File: src/rtl/sram_like_to_axi.sv
// Bridges an instruction port and a data port (SRAM-like req/addr_ok/data_ok)
// onto a single-beat AXI master, one transaction in flight at a time.
module sram_like_to_axi (
    input  logic        clk,
    input  logic        rst,
    input  logic        inst_req,
    input  logic [1:0]  inst_size,
    input  logic [31:0] inst_addr,
    output logic [31:0] inst_rdata,
    output logic        inst_addr_ok,
    output logic        inst_data_ok,
    input  logic        data_req,
    input  logic        data_wr,
    input  logic [1:0]  data_size,
    input  logic [31:0] data_addr,
    input  logic [31:0] data_wdata,
    output logic [31:0] data_rdata,
    output logic        data_addr_ok,
    output logic        data_data_ok,
    output logic [31:0] araddr,
    output logic [2:0]  arsize,
    output logic        arvalid,
    input  logic        arready,
    input  logic [31:0] rdata,
    input  logic        rvalid,
    output logic        rready,
    output logic [31:0] awaddr,
    output logic [2:0]  awsize,
    output logic        awvalid,
    input  logic        awready,
    output logic [31:0] wdata,
    output logic [3:0]  wstrb,
    output logic        wvalid,
    input  logic        wready,
    input  logic        bvalid,
    output logic        bready
);

    typedef enum logic [2:0] {S_IDLE, S_AR, S_R, S_WR, S_B} state_t;

    state_t      state_q, state_d;
    logic [31:0] addr_q, addr_d;
    logic [31:0] wdata_q, wdata_d;
    logic [1:0]  size_q, size_d;
    logic [3:0]  wstrb_q, wstrb_d;
    logic        is_data_q, is_data_d;
    logic        aw_done_q, aw_done_d;
    logic        w_done_q, w_done_d;
    logic [3:0]  strb_new;
    logic        aw_fire, w_fire;

    always_comb begin
        case (data_size)
            2'd0:    strb_new = 4'b0001 << data_addr[1:0];
            2'd1:    strb_new = 4'b0011 << data_addr[1:0];
            default: strb_new = 4'b1111;
        endcase
    end

    // The two write-channel handshakes are tracked separately so they may land in any order.
    assign aw_fire = (state_q == S_WR) && !aw_done_q && awready;
    assign w_fire  = (state_q == S_WR) && !w_done_q && wready;

    assign araddr = addr_q;
    assign awaddr = addr_q;
    assign arsize = {1'b0, size_q};
    assign awsize = {1'b0, size_q};
    assign wdata  = wdata_q;
    assign wstrb  = wstrb_q;

    always_comb begin
        state_d      = state_q;
        addr_d       = addr_q;
        wdata_d      = wdata_q;
        size_d       = size_q;
        wstrb_d      = wstrb_q;
        is_data_d    = is_data_q;
        aw_done_d    = aw_done_q;
        w_done_d     = w_done_q;
        inst_addr_ok = 1'b0;
        inst_data_ok = 1'b0;
        inst_rdata   = 32'h0;
        data_addr_ok = 1'b0;
        data_data_ok = 1'b0;
        data_rdata   = 32'h0;
        arvalid      = 1'b0;
        rready       = 1'b0;
        awvalid      = 1'b0;
        wvalid       = 1'b0;
        bready       = 1'b0;
        if (rst) begin
            case (state_q)
                S_IDLE: begin
                    if (data_req) begin
                        data_addr_ok = 1'b1;
                        addr_d       = data_addr;
                        size_d       = data_size;
                        wdata_d      = data_wdata;
                        wstrb_d      = strb_new;
                        is_data_d    = 1'b1;
                        aw_done_d    = 1'b0;
                        w_done_d     = 1'b0;
                        state_d      = data_wr ? S_WR : S_AR;
                    end else if (inst_req) begin
                        inst_addr_ok = 1'b1;
                        addr_d       = inst_addr;
                        size_d       = inst_size;
                        wdata_d      = 32'h0;
                        wstrb_d      = 4'h0;
                        is_data_d    = 1'b0;
                        state_d      = S_AR;
                    end
                end
                S_AR: begin
                    arvalid = 1'b1;
                    if (arready) state_d = S_R;
                end
                S_R: begin
                    rready = 1'b1;
                    if (rvalid) begin
                        if (is_data_q) begin
                            data_data_ok = 1'b1;
                            data_rdata   = rdata;
                        end else begin
                            inst_data_ok = 1'b1;
                            inst_rdata   = rdata;
                        end
                        state_d = S_IDLE;
                    end
                end
                S_WR: begin
                    awvalid = !aw_done_q;
                    wvalid  = !w_done_q;
                    if ((aw_done_q || aw_fire) && (w_done_q || w_fire)) begin
                        aw_done_d = 1'b0;
                        w_done_d  = 1'b0;
                        state_d   = S_B;
                    end else begin
                        aw_done_d = aw_done_q || aw_fire;
                        w_done_d  = w_done_q || w_fire;
                    end
                end
                S_B: begin
                    bready = 1'b1;
                    if (bvalid) begin
                        data_data_ok = 1'b1;
                        state_d      = S_IDLE;
                    end
                end
                default: state_d = S_IDLE;
            endcase
        end
    end

    always_ff @(posedge clk or negedge rst) begin
        if (!rst) begin
            state_q   <= S_IDLE;
            addr_q    <= 32'h0;
            wdata_q   <= 32'h0;
            size_q    <= 2'd0;
            wstrb_q   <= 4'h0;
            is_data_q <= 1'b0;
            aw_done_q <= 1'b0;
            w_done_q  <= 1'b0;
        end else begin
            state_q   <= state_d;
            addr_q    <= addr_d;
            wdata_q   <= wdata_d;
            size_q    <= size_d;
            wstrb_q   <= wstrb_d;
            is_data_q <= is_data_d;
            aw_done_q <= aw_done_d;
            w_done_q  <= w_done_d;
        end
    end

endmodule

File: config.mk
export PLATFORM = sky130hd
export DESIGN_NAME = sram_like_to_axi
export DESIGN_NICKNAME = d
export VERILOG_FILES = /design/src/rtl/sram_like_to_axi.sv
export SDC_FILE = /design/constraint.sdc
export NUM_CORES = 1
export LEC_CHECK = 0
export CELL_PAD_IN_SITES_DETAIL_PLACEMENT = 0
export CELL_PAD_IN_SITES_GLOBAL_PLACEMENT = 1
export CORE_UTILIZATION = 26
export CTS_CLUSTER_DIAMETER = 150
export CTS_CLUSTER_SIZE = 8
export DETAILED_ROUTE_END_ITERATION = 10
export PLACE_DENSITY = 0.95
export SYNTH_ARGS = -nofsm -noshare
export SYNTH_HDL_FRONTEND = slang
export SYNTH_SLANG_ARGS = --single-unit
File: constraint.sdc
create_clock -name clk -period 2.71 [get_ports clk]
set_input_delay 0.4065 -clock clk [delete_from_list [all_inputs] [get_ports clk]]
set_output_delay 0.4065 -clock clk [all_outputs]
set_load 0.03 [all_outputs]
==> run metrics <==
outcome complete, no violations; Initial Util 0.267; Yosys cell types 36; Core Region 0.0159 mm^2; row count 46; Post-synth ARST share 1.00; Worst VDD drop 0.000590 V; average wire per standard cell 16.5 um; CTS max path bufs 2; EDFF count, synth 0; FF-to-FF setup slack 810 ps; Final #Nets 776; TritonCTS buffer count 9; CTS Sinks 76; RD Place Congestion 0.806; CP endpoint kind output port; Setup Skew 5.95 ps; worst reg2reg endpoint araddr[29]$_DFFE_PN0P_; YS warnings 0; IO Pins 321; WL met1 5260 um; Pwr per Cell Area 1100 mW/mm^2; Final setup viols 0; Placed Instance Area 0.00722 mm^2; Register Area 0.00190 mm^2; period utilization 0.927; pre-CTS setup slack 422 ps; switch share 0.421; Worst EP arrival 2110 ps; Hold WC Path Type in2async; Comb pwr share 0.583; highest metal used met4; Psw 3.51 mW; Max-slew headroom 0.372; Initial DRC Count 104; critical path required time 2300 ps; Cell Area, Synth 0.00424 mm^2; RSZ-0062 raised after global routing no; LEAKAGE 3.45 nW; Global Route Usage Sum 0.161; worst setup margin 198 ps; Area Overhead vs Synth 78.6%; clock power share 0.157; Max Cap Viol 0; Detailed Place HPWL 11100 um; First-pass DRT Iterations 4; initial antenna violation count 2; synthesized area per cell 12.0 um^2; die width 130 um; Syn Inst Count 353; PortBufs 318; ys flop type dfrtp_1; P_int 4.83 mW; post-cts resize count 0; H-tree depth 3; remaining routing DRC violations 0; fillers 1404; pin count of the biggest net entering global routing 75; post-layout minimum cycle time 2510 ps; setup TNS 0 ps; fraction of layout instances using a drive strength above 1 0.257; detailed-route wire length 14100 um; Reg2Reg Launch Point state_q[0]$_DFFE_PN0P_; vias in the first global route 3753; routed wl met3 1110 um; first-pass GRT wire length 20300 um; sequential area share after synthesis 0.448; Final Util 0.477; CTS tree done; die height 130 um; Hold Slack 335 ps; die area 0.0168 mm^2; via count 3794; multi-input gate area in the final layout 0.00192 mm^2; GR Overflow Total 0; fin. max-slew vios 0; final hold violations 0; top-count cell post-synth dfrtp_1; cell accounting for the most synthesized area dfrtp_1; Worst Reg-to-Reg Cells 5; vias per cell 4.44; classification of the worst setup path reg2out; top-area cell type share of the netlist area 0.448; clk slew on worst S/H paths 60 ps; startpoint types flip-flop; Worst-Skew Late Latency 330 ps; met2 WL 7420 um; post-layout instance area 0.00758 mm^2; CP max FO 10; Root Buffer clkbuf_16; Max Freq 0.398 GHz; synth cell count leaders dfrtp_1 (76), and2_1 (65), buf_4 (39), mux2_2 (35), a22o_1 (34); Slew @ Worst Pin 942 ps; Yosys reg bits 76; Routed Antenna Nets 0; Synth area leaders dfrtp_1 (45%), mux2_4 (12%), and2_1 (9.6%); Flop pwr share 0.260
==> cells by family (layout without fill, tap and decap cells) <==
logic type	after synthesis	in the layout	share of synthesized area
multiplexers	68	68	0.210
AND/OR/NAND/NOR	86	86	0.128
other	1	3	0.000884
buffers and inverters	65	349	0.102
flip-flops	76	76	0.448
AO/OA/AOI/OAI	57	57	0.111
==> critical path, cell delays in order (launching register included) <==
cell and delay, ps:
dfrtp_1 500, nor4b_4 380, nand2_1 120, nor2_1 90, clkdlybuf4s50_1 680
==> state kept, by name, summed over array words and instances (netlist names) <==
register / cells
state_q: 3
size_q: 2
is_data_q: 1
aw_done_q: 1
w_done_q: 1
araddr: 32
wstrb: 4
wdata: 32
==> power by group through the flow <==
stage	registers, mW	logic (mW)	clock network (mW)
floorplan	3.05	2.19	0
global placement	2.15	4.81	0
detailed placement	2.16	4.88	0
CTS	2.18	4.88	1.35
global route	2.25	5.08	1.39
finish	2.17	4.86	1.31
==> area by class of cell <==
cell class,count,area share
Tap cell,216,0.0357
Antenna cell,1,0.000330
Sequential cell,76,0.251
Timing Repair Buffer,328,0.414
Inverter,6,0.00297
Clock buffer,11,0.0334
Multi-Input combinational cell,213,0.253
Clock inverter,4,0.00958
==> routing by layer <==
metal  up-vias  GRT usage
met2       211      0.300
met3        21     0.0439
li1       1759          -
met4         0     0.0595
met5         -          0
met1      1803      0.172
==> layout by cell type, fill, tap and decap left out, types with 2 or more instances in the layout <==
cell,instances
nand2_1,3
o211a_1,2
o21ai_0,4
and3b_1,2
buf_12,4
conb_1,2
buf_4,73
bufinv_16,2
a22o_1,34
dfrtp_1,76
clkbuf_8,2
o22ai_1,3
nor2_1,6
inv_1,6
a21o_1,4
and2_1,65
clkdlybuf4s50_1,249
mux2_2,35
nor4_1,2
mux2_4,33
clkbuf_16,9
nor3_1,3
==> metrics by stage <==
| step | cells | power [mW] |
|---|---|---|
| floorplan | 354 | 5.24 |
| global placement | 836 | 6.96 |
| global route | 854 | 8.71 |
| finish | 855 | 8.34 |
| CTS | 852 | 8.41 |
| detailed placement | 836 | 7.04 |
==> how the worst max path moves through the flow <==
stage                                       from           end  slack, ps  cells after the start
after floorplan           state_q[1]$_DFFE_PN0P_  data_data_ok        280                      3
after global placement    state_q[0]$_DFFE_PN0P_  inst_addr_ok        450                      4
after detailed placement  state_q[1]$_DFFE_PN0P_  inst_addr_ok        420                      4
after CTS                 state_q[0]$_DFFE_PN0P_  inst_addr_ok         30                      4
after global routing      state_q[1]$_DFFE_PN0P_        wvalid         70                      3
final                     state_q[0]$_DFFE_PN0P_  inst_addr_ok        200                      4
==> timing repair <==
item	CTS	global route
hold buffers	1	0
setup buffers	0	2
endpoints found under the hold margin	2	0
endpoints found under the setup margin	0	1
Power figures use the tool's default switching activity.
